==> config.mk <==
export PLATFORM = sky130hd
export DESIGN_NAME = instr_fetch_decode_flat
export DESIGN_NICKNAME = d
export VERILOG_FILES = /design/src/rtl/instr_fetch_decode_pkg.sv /design/src/rtl/instr_fetch_decode_if.sv /design/src/rtl/instr_fetch_decode_pc_reg.sv /design/src/rtl/instr_fetch_decode.sv /design/src/flat_wrapper.sv
export SDC_FILE = /design/constraint.sdc
export NUM_CORES = 1
export LEC_CHECK = 0
export ABC_AREA = 1
export CAP_MARGIN = 20
export CORE_MARGIN = 3
export CORE_UTILIZATION = 40
export DETAILED_ROUTE_END_ITERATION = 8
export DONT_BUFFER_PORTS = 1
export SLEW_MARGIN = 15
export SYNTH_ARGS = -nofsm -noshare
export SYNTH_HDL_FRONTEND = slang
export SYNTH_SLANG_ARGS = --single-unit
export TNS_END_PERCENT = 20
==> constraint.sdc <==
create_clock -name clk -period 1.6 [get_ports clk]
set_input_delay 0.24 -clock clk [delete_from_list [all_inputs] [get_ports clk]]
set_output_delay 0.24 -clock clk [all_outputs]
set_load 0.005 [all_outputs]
==> src/rtl/instr_fetch_decode_pkg.sv <==
// fetch_pkg: shared constants and types for the instr_fetch_decode slice.
//   - fetch_state_e : 3-bit FSM state encoding
//   - OP_RTYPE/OP_HALT : opcodes with special meaning to this stage
//   - field bit positions of the 32-bit instruction word
//   - ir_fields_t / decode_ir : field split of the instruction register
package fetch_pkg;

  typedef enum logic [2:0] {
    S_IDLE   = 3'd0,
    S_REQ    = 3'd1,
    S_WAIT   = 3'd2,
    S_VALID  = 3'd3,
    S_DRAIN  = 3'd4,
    S_HALTED = 3'd5
  } fetch_state_e;

  localparam logic [5:0] OP_RTYPE = 6'h00;
  localparam logic [5:0] OP_HALT  = 6'h3F;

  localparam int OPC_LSB = 26;
  localparam int RS_LSB  = 21;
  localparam int RT_LSB  = 16;
  localparam int RD_LSB  = 11;
  localparam int FN_LSB  = 0;
  localparam int IMM_LSB = 0;

  localparam int PC_INC = 4;

  typedef struct packed {
    logic [5:0]  opcode;
    logic [4:0]  rs;
    logic [4:0]  rt;
    logic [4:0]  rd;
    logic [5:0]  function_code;
    logic [15:0] imm16;
    logic        alu_src_sel;
  } ir_fields_t;

  function automatic ir_fields_t decode_ir(input logic [31:0] ir);
    ir_fields_t f;
    f.opcode        = ir[OPC_LSB +: 6];
    f.rs            = ir[RS_LSB  +: 5];
    f.rt            = ir[RT_LSB  +: 5];
    f.rd            = ir[RD_LSB  +: 5];
    f.function_code = ir[FN_LSB  +: 6];
    f.imm16         = ir[IMM_LSB +: 16];
    // Any non-R-type opcode selects the immediate operand.
    f.alu_src_sel   = (ir[OPC_LSB +: 6] != OP_RTYPE);
    return f;
  endfunction

endpackage

==> src/rtl/instr_fetch_decode_if.sv <==
// instr_fetch_decode_if: instruction-memory fetch channel.
//   imem_req/imem_addr   : request, held until imem_ready
//   imem_ready           : memory accepts request this cycle
//   imem_rvalid/rdata    : response data (at least one cycle after accept)
// modports: master = fetch stage, slave = instruction memory.
interface instr_fetch_decode_if #(
  parameter int PC_WIDTH    = 32,
  parameter int INSTR_WIDTH = 32
) ();
  logic                   imem_req;
  logic [PC_WIDTH-1:0]    imem_addr;
  logic                   imem_ready;
  logic                   imem_rvalid;
  logic [INSTR_WIDTH-1:0] imem_rdata;

  modport master (output imem_req, imem_addr,
                  input  imem_ready, imem_rvalid, imem_rdata);
  modport slave  (input  imem_req, imem_addr,
                  output imem_ready, imem_rvalid, imem_rdata);
endinterface

==> src/rtl/instr_fetch_decode_pc_reg.sv <==
// pc_reg: program counter.
//   load/load_pc : redirect target, low two bits forced to 0 (wins over inc)
//   inc          : advance by PC_INC, wrapping modulo 2^PC_WIDTH
//   pc           : current PC, async reset to RESET_PC
module pc_reg
  import fetch_pkg::*;
#(
  parameter int                  PC_WIDTH = 32,
  parameter logic [PC_WIDTH-1:0] RESET_PC = '0
) (
  input  logic                clk,
  input  logic                rst_n,
  input  logic                load,
  input  logic [PC_WIDTH-1:0] load_pc,
  input  logic                inc,
  output logic [PC_WIDTH-1:0] pc
);

  always_ff @(posedge clk or negedge rst_n) begin
    if (!rst_n)    pc <= RESET_PC;
    else if (load) pc <= {load_pc[PC_WIDTH-1:2], 2'b00};
    else if (inc)  pc <= pc + PC_WIDTH'(PC_INC);
  end

endmodule

==> src/rtl/instr_fetch_decode.sv <==
// instr_fetch_decode: PC ownership, single-outstanding instruction fetch,
// instruction register and field decode for the ALU control unit.
// Ports:
//   clk, rst_n            : clock, async active-low reset
//   start                 : leave IDLE and begin fetching
//   imem                  : fetch channel (instr_fetch_decode_if.master)
//   redirect_valid/pc     : taken branch/jump target (top priority)
//   ex_ready              : downstream accepts the held instruction
//   instr_valid, opcode, function_code, alu_src_sel, rs, rt, rd, imm16,
//   pc_out                : decoded instruction and its PC
//   halted                : HALT opcode retired, terminal until reset
//   instr_count           : accepted-instruction counter (INSTR_COUNT_EN)
// Build option: define INSTR_COUNT_EN to add the instr_count output.
module instr_fetch_decode
  import fetch_pkg::*;
#(
  parameter int                  PC_WIDTH    = 32,
  parameter logic [PC_WIDTH-1:0] RESET_PC    = '0,
  parameter int                  INSTR_WIDTH = 32
) (
  input  logic                clk,
  input  logic                rst_n,
  input  logic                start,
  instr_fetch_decode_if.master imem,
  input  logic                redirect_valid,
  input  logic [PC_WIDTH-1:0] redirect_pc,
  input  logic                ex_ready,
  output logic                instr_valid,
  output logic [5:0]          opcode,
  output logic [5:0]          function_code,
  output logic                alu_src_sel,
  output logic [4:0]          rs,
  output logic [4:0]          rt,
  output logic [4:0]          rd,
  output logic [15:0]         imm16,
  output logic [PC_WIDTH-1:0] pc_out,
`ifdef INSTR_COUNT_EN
  output logic [31:0]         instr_count,
`endif
  output logic                halted
);

  fetch_state_e           state;
  logic [INSTR_WIDTH-1:0] ir;
  logic [PC_WIDTH-1:0]    pc;
  logic                   req_q;
  ir_fields_t             f;

  // Redirects only matter while a fetch sequence is in flight.
  logic redir_act, accept, pc_inc;
  assign redir_act = redirect_valid &&
                     (state inside {S_REQ, S_WAIT, S_VALID, S_DRAIN});
  assign accept    = (state == S_VALID) && ex_ready && !redirect_valid;
  assign pc_inc    = accept && (f.opcode != OP_HALT);

  pc_reg #(.PC_WIDTH(PC_WIDTH), .RESET_PC(RESET_PC)) u_pc (
    .clk     (clk),
    .rst_n   (rst_n),
    .load    (redir_act),
    .load_pc (redirect_pc),
    .inc     (pc_inc),
    .pc      (pc)
  );

  always_ff @(posedge clk or negedge rst_n) begin
    if (!rst_n) begin
      state       <= S_IDLE;
      req_q       <= 1'b0;
      instr_valid <= 1'b0;
      halted      <= 1'b0;
      ir          <= '0;
      pc_out      <= RESET_PC;
    end else begin
      case (state)
        S_IDLE: if (start) begin
          state <= S_REQ;
          req_q <= 1'b1;
        end
        S_REQ: begin
          // Redirect keeps us in REQ; only the address moves.
          if (!redirect_valid && imem.imem_ready) begin
            state <= S_WAIT;
            req_q <= 1'b0;
          end
        end
        S_WAIT: begin
          if (redirect_valid) begin
            // Response already here: drop it and refetch; else drain it.
            state <= imem.imem_rvalid ? S_REQ : S_DRAIN;
            req_q <= imem.imem_rvalid;
          end else if (imem.imem_rvalid) begin
            ir          <= imem.imem_rdata;
            pc_out      <= pc;
            state       <= S_VALID;
            instr_valid <= 1'b1;
          end
        end
        S_VALID: begin
          if (redirect_valid) begin
            state       <= S_REQ;
            req_q       <= 1'b1;
            instr_valid <= 1'b0;
          end else if (ex_ready) begin
            instr_valid <= 1'b0;
            if (f.opcode == OP_HALT) begin
              state  <= S_HALTED;
              halted <= 1'b1;
            end else begin
              state <= S_REQ;
              req_q <= 1'b1;
            end
          end
        end
        S_DRAIN: if (imem.imem_rvalid) begin
          state <= S_REQ;
          req_q <= 1'b1;
        end
        S_HALTED: ;
        default: begin
          state       <= S_IDLE;
          req_q       <= 1'b0;
          instr_valid <= 1'b0;
        end
      endcase
    end
  end

`ifdef INSTR_COUNT_EN
  always_ff @(posedge clk or negedge rst_n) begin
    if (!rst_n)      instr_count <= '0;
    else if (accept) instr_count <= instr_count + 32'd1;
  end
`endif

  assign imem.imem_req  = req_q;
  assign imem.imem_addr = pc;

  assign f             = decode_ir(ir);
  assign opcode        = f.opcode;
  assign function_code = f.function_code;
  assign alu_src_sel   = f.alu_src_sel;
  assign rs            = f.rs;
  assign rt            = f.rt;
  assign rd            = f.rd;
  assign imm16         = f.imm16;

endmodule

==> src/flat_wrapper.sv <==
// flat-port wrapper written by rule: the top's interface ports become plain ports
module instr_fetch_decode_flat import fetch_pkg::*;
#(
  parameter int                  PC_WIDTH    = 32,
  parameter logic [PC_WIDTH-1:0] RESET_PC    = '0,
  parameter int                  INSTR_WIDTH = 32
)
  (clk, rst_n, start, redirect_valid, redirect_pc, ex_ready, instr_valid, opcode, function_code, alu_src_sel, rs, rt, rd, imm16, pc_out, halted, imem_imem_req, imem_imem_addr, imem_imem_ready, imem_imem_rvalid, imem_imem_rdata);
  instr_fetch_decode_if #(.PC_WIDTH(PC_WIDTH), .INSTR_WIDTH(INSTR_WIDTH)) imem_i ();
  input  logic clk;
  input  logic rst_n;
  input  logic start;
  input  logic redirect_valid;
  input  logic [PC_WIDTH-1:0] redirect_pc;
  input  logic ex_ready;
  output logic instr_valid;
  output logic [5:0] opcode;
  output logic [5:0] function_code;
  output logic alu_src_sel;
  output logic [4:0] rs;
  output logic [4:0] rt;
  output logic [4:0] rd;
  output logic [15:0] imm16;
  output logic [PC_WIDTH-1:0] pc_out;
  output logic halted;
  output wire logic [$bits(imem_i.imem_req)-1:0] imem_imem_req;
  output wire logic [$bits(imem_i.imem_addr)-1:0] imem_imem_addr;
  input wire logic [$bits(imem_i.imem_ready)-1:0] imem_imem_ready;
  input wire logic [$bits(imem_i.imem_rvalid)-1:0] imem_imem_rvalid;
  input wire logic [$bits(imem_i.imem_rdata)-1:0] imem_imem_rdata;
  assign imem_imem_req = imem_i.imem_req;
  assign imem_imem_addr = imem_i.imem_addr;
  assign imem_i.imem_ready = imem_imem_ready;
  assign imem_i.imem_rvalid = imem_imem_rvalid;
  assign imem_i.imem_rdata = imem_imem_rdata;
  instr_fetch_decode #(.PC_WIDTH(PC_WIDTH), .RESET_PC(RESET_PC), .INSTR_WIDTH(INSTR_WIDTH)) u_core (.clk(clk), .rst_n(rst_n), .start(start), .imem(imem_i), .redirect_valid(redirect_valid), .redirect_pc(redirect_pc), .ex_ready(ex_ready), .instr_valid(instr_valid), .opcode(opcode), .function_code(function_code), .alu_src_sel(alu_src_sel), .rs(rs), .rt(rt), .rd(rd), .imm16(imm16), .pc_out(pc_out), .halted(halted));
endmodule
After elaboration in Yosys (flattened, before gate mapping) --
Index checks and enable logic that the tools add are counted.
Storage, ports and cells: flip-flop bits (word level) 102, bits of input ports 71, output and inout port bits 111
Operators by class: $add $sub $neg 1, equality and inequality tests 16, mux-type cells 24, bitwise logic cells 3, reduce and logical (&&, ||, !) cells 16
Operators by type and width (number):
- 32-bit two-way mux | 2
- 32-bit by 3-bit adder with 32-bit output, second input constant | 1
- 3-bit two-way mux | 9
- 3-bit one-hot mux with 6 select lines | 1
- 2-bit != test, second input constant | 6
- 1-bit two-way mux | 10
- 3-bit != test, second input constant | 3
- 4-bit AND reduction | 2
- 7-bit AND reduction | 1
- 3-bit by 2-bit equality test with 1-bit output, second input constant | 2
- 3-bit equality test, second input constant | 2
- 6-bit equality test, second input constant | 1
- 6-bit != test, second input constant | 1
- 1-bit one-hot mux with 6 select lines | 1
- 6-bit AND reduction | 1
- 6-bit nonzero test | 1
- 1-bit logical AND | 5
- 4-bit nonzero test | 1
- 4-bit OR reduction | 1
- 3-bit by 1-bit equality test with 1-bit output, second input constant | 1
- 3-bit zero test | 1
- 1-bit inverter | 3
- 1-bit one-hot mux with 3 select lines | 1
- 3-bit AND reduction | 1
- 2 further kinds | 2

Depth between registers and ports, before layout --
word-level depth 6, depth in mapped cells 10, gate-level depth less buffers 10

By module --
Synthesis repeated with hierarchy kept, for this count alone.
Second synthesis, totals: cell total of the unflattened synthesis 677, area, all modules 5243.8 um^2
Modules (own cells, without submodules):
- instr_fetch_decode | times used 1, cells each 366, area each 3105.5 um^2
- pc_reg | times used 1, cells each 311, area each 2138.3 um^2

Worst setup path after synthesis --
OpenSTA, ideal clock, no wires.
path type register to register, from register u_core.u_pc.pc[3], to register u_core.u_pc.pc[26], library setup time 0.116 ns, arrival 1.380 ns, setup slack 0.103 ns, stages on the path, launching flop included 11, buffers on the path 0, period minus slack after synthesis 1.497 ns, cells stage by stage dfrtp_1 > ha_1 > nand2_1 > nor2_1 > nand2_1 > nor2_1 > nand2_1 > nand2_1 > nand3_1 > nand2_1 > nand2_1
Between the ends: word-level cells in the longest chain between the ends 3
RTL lines:
- start, declared | line instr_fetch_decode_pc_reg.sv:16 | output logic [PC_WIDTH-1:0] pc
- start signal, assigned | line instr_fetch_decode_pc_reg.sv:21 | else if (load) pc <= {load_pc[PC_WIDTH-1:2], 2'b00};
- start signal, assigned | line instr_fetch_decode_pc_reg.sv:22 | else if (inc) pc <= pc + PC_WIDTH'(PC_INC);
- 32-bit by 3-bit adder with 32-bit output | line instr_fetch_decode_pc_reg.sv:22
- 32-bit two-way mux | line instr_fetch_decode_pc_reg.sv:22
- 32-bit two-way mux | line instr_fetch_decode_pc_reg.sv:21
Every way passes these cells. The select of a mux whose other input is x is not followed. A chain may end at the register's enable or synchronous reset.

Worst setup path in the final report --
from register u_core.state[0], to register u_core.u_pc.pc[17]
Between the ends: word-level cells in the longest chain between the ends 5
RTL lines:
- start, declared | line instr_fetch_decode.sv:43 | fetch_state_e state;
- start signal, assigned | line instr_fetch_decode.sv:89 | state <= imem.imem_rvalid ? S_REQ : S_DRAIN;
- 3-bit by 2-bit equality test with 1-bit output | line instr_fetch_decode.sv:52, instr_fetch_decode.sv:53
- 1-bit logical AND (2 in a row) | line instr_fetch_decode.sv:53 | assign accept = (state == S_VALID) && ex_ready && !redirect_valid;
- 1-bit logical AND | line instr_fetch_decode.sv:54 | assign pc_inc = accept && (f.opcode != OP_HALT);
- 2-bit nonzero test (no line)
Several ways; a longest one is shown, not always the timed one.

==> reports/results.tsv <==
stage	metric	value	unit
synthesis	muxShareOfSynthArea	9.745	%
clock_network	clkTransAtPathRegs	0.07	ns
finish	drive_gt1_share	20.45	%
setup_path	cp.arrival	1.80	ns
setup_path	cp-end-kind	flop	
setup_path	r2r_slack	0.04	ns
placed_design	dpl.hpwl	10.49	mm
synthesis	synth-xor-area-share	0.5053	%
clock_network	clk_path_buf_depth	2	
job	maxCapViolCount	0	
clock_network	cts-htree-levels	3	
status	violations	negative hold slack	
global_route	antenna_found_initial	1	
synthesis	seq_area_frac_synth	47.16	%
synthesis	synthArstFlopShare	100.0	%
synthesis	synth_top_area_share	47.16	%
synthesis	yosys_warnings	0	
setup_path	r2r_end	u_core.u_pc.pc[17]	
floorplanning	core_area	0.01267	mm^2
synthesis	synth-edff-count	0	
setup_path	critPathLaunchType	flop	
placed_design	pre_cts_ws	-0.07198	ns
sta	setup_viol	0	
setup_path	r2r_start	u_core.state[0]	
synthesis	synth_top_area_cell	dfrtp_1	
floorplanning	row_count	41	
global_route	first_global_vias	4105	
setup_path	reg2regPathDepth	9	
drt	drtIter0Drc	197	
synthesis	synthAdderAreaFrac	0.2406	%
synthesis	ys_seq_elements	98	
sta	hold_ws	-0.4145	ns
clock_network	clockRootBuffer	clkbuf_16	
sta	timing.fmax	0.6422	GHz
floorplanning	die_area	0.01440	mm^2
global_route	grt_overflow_total	0	
clock_network	clk_latency	0.35	ns
setup_path	crit_slowest_cell	dfrtp_1	
setup_path	critPathMostFrequentCell	nand2_1	
sta	hold_violations	98	
clock_network	cts_num_sinks	98	
setup_path	cp_max_fo	7	
placed_design	dp_cells	822	
floorplanning	die_w	120.0	um
global_route	grt_start_max_net_pins	99	
drt	drc	0	
sta	timing.final.crit_share	97.32	%
drt	via_per_inst	5.031	
power	p_leak	3.028	nW
drt	antenna_left	0	
finish	multi_input_area	0.002407	mm^2
status	status	finished, violations left	
finish	area_growth_syn_to_layout	16.51	%
synthesis	synth.top_cells.by_count	nand2_1, dfrtp_1, nor2_1, inv_1, o21ai_0	
setup_path	crit_path_max_incr_delay	0.41	ns
sta	setup_slack	0.04282	ns
synthesis	synth_area	0.005200	mm^2
drt	wire_per_inst	17.00	um
finish	final_nets	737	
power	powerDensity	1913	mW/mm^2
clock_network	cts_tree	yes	
drt	totalWireLength	14.33	mm
setup_path	path_cells	inv_2 -> nand2_1 -> nand2_1 -> nand3_4 -> buf_12 -> buf_4 -> or2_2 -> nand2_1 -> nor2_1	
setup_path	critPathKind	flop to flop	
sta	slew_violations	0	
clock_network	cts_made_buffers	9	
sta	fin_crit	1.557	ns
finish	final_cells	843	
synthesis	synth.most_common_cell	nand2_1	
global_route	grt_pass1_wl	22.41	mm
sta	fin_skew	0.006321	ns
global_route	grt_usage	19.91	%
synthesis	synth-compound-area-share	6.400	%
floorplanning	io_pins	182	
placed_design	portBuffers	0	
synthesis	synth_area_per_cell	8.202	um^2
drt	vias	4241	
synthesis	yosys.area_share.simple	27.33	%
synthesis	synth_area_leaders	dfrtp_1, nand2_1, mux2_4, nor2_1, o21ai_0	
placed_design	place_congestion	0.8972	
synthesis	netlist_instances	634	
power	vdd_drop_max	0.0006740	V
floorplanning	chipHeight	120.0	um
floorplanning	start_util	41.04	%
finish	fillers	1248	
sta	grt_setup_unrepaired	yes	
synthesis	synth_top_family_by_area	simple AND/OR/NAND/NOR gates	
synthesis	netlist-cell-type-count	33	
setup_path	worstPathRequired	1.84	ns
finish	largest_reg_flops	32	
hold_path	hold_path_class	primary input to asynchronous set/reset pin	
synthesis	ys.flop_type	dfrtp_1	
drt	dr.pass1.iters	4	
finish	regArea	0.002454	mm^2
==> kinds of logic after synthesis <==
kind of cell	Yosys count
other	1
buffers and inverters	86
muxes	35
DFF	98
AOI/OAI and AO/OA	63
adders and majority gates	1
xor gates and xnor gates	3
and+or+nand+nor	347
==> critical path, delay by kind of cell, from the launching register on <==
kind	cells	cell delay, ns
flip-flops	1	0.41
AND/OR/NAND/NOR	6	0.64
buffers and inverters	3	0.40
==> routing by layer <==
metal	vias up	share of wire, %	global-route usage [%]
met2	174	46	31.40
li1	2052	-	-
met3	25	7.8	5.655
met4	0	2.5	7.802
met5	-	0	0
met1	1990	43	25.90
==> area by class of cell <==
class	count	share of cell area [%]
tap	172	3.552
inverter	51	3.160
clock buffer	12	4.069
timing repair buffer	52	8.096
sequential	98	40.50
clock inverter	4	0.8468
multi-input combinational	453	39.74
antenna	1	0.04131
==> power by group <==
| part | switching [W] | internal, W |
|---|---|---|
| Clock | 0.000944 | 0.00126 |
| Combinational | 0.00239 | 0.00213 |
| Sequential | 0.00124 | 0.00363 |
| Total | 0.00458 | 0.00701 |
==> what timing repair did <==
item	in CTS	in global routing
pin swaps	0	4
hold endpoints to repair	98	98
setup endpoints to repair	13	32
gates resized for setup	7	28
setup buffers	0	3
gates cloned	0	1
==> cells in the final DEF (no fill, tap or decap), types with 3 or more instances in the layout <==
cell type / netlist / final
nand2_1: 225 / 219
dfrtp_1: 98 / 97
nor2_1: 58 / 47
inv_1: 47 / 46
buf_4: 19 / 43
o21ai_0: 43 / 42
nand3_1: 42 / 41
mux2_4: 30 / 30
o21ai_1: 10 / 11
nor2_2: 5 / 11
clkbuf_16: 0 / 10
nor2_4: 1 / 6
or2_2: 6 / 6
buf_12: 0 / 6
inv_2: 4 / 5
mux2_1: 5 / 5
nand2_2: 1 / 5
conb_1: 1 / 4
nand2_4: 1 / 3
a21oi_1: 3 / 3
xor2_1: 3 / 3
==> per-stage QoR <==
step	setup TNS, ns	total power (W)	cell area [um^2]	utilization (%)
finish	0	0.01159	6058	47.81
global route	-0.5585	0.01250	6058	47.81
detailed placement	-0.2889	0.009161	5597	44.17
CTS	0	0.01145	5913	46.67
floorplan	0	0.007699	5211	-
global placement	-0.1423	0.009019	5597	44.17
==> how the worst max path moves through the flow <==
stage | startpoint | to | slack (ns) | cells after the start
after floorplan | u_core.u_pc.pc[3] | u_core.u_pc.pc[26] | 0.10 | 10
after global placement | u_core.u_pc.pc[2] | u_core.u_pc.pc[28] | -0.05 | 11
after detailed placement | u_core.u_pc.pc[2] | u_core.u_pc.pc[14] | -0.07 | 10
after CTS | u_core.state[1] | u_core.u_pc.pc[7] | 0.005 | 10
after global routing | u_core.state[0] | u_core.u_pc.pc[31] | -0.06 | 10
final | u_core.state[0] | u_core.u_pc.pc[17] | 0.04 | 9
Power figures use the tool's default switching activity.
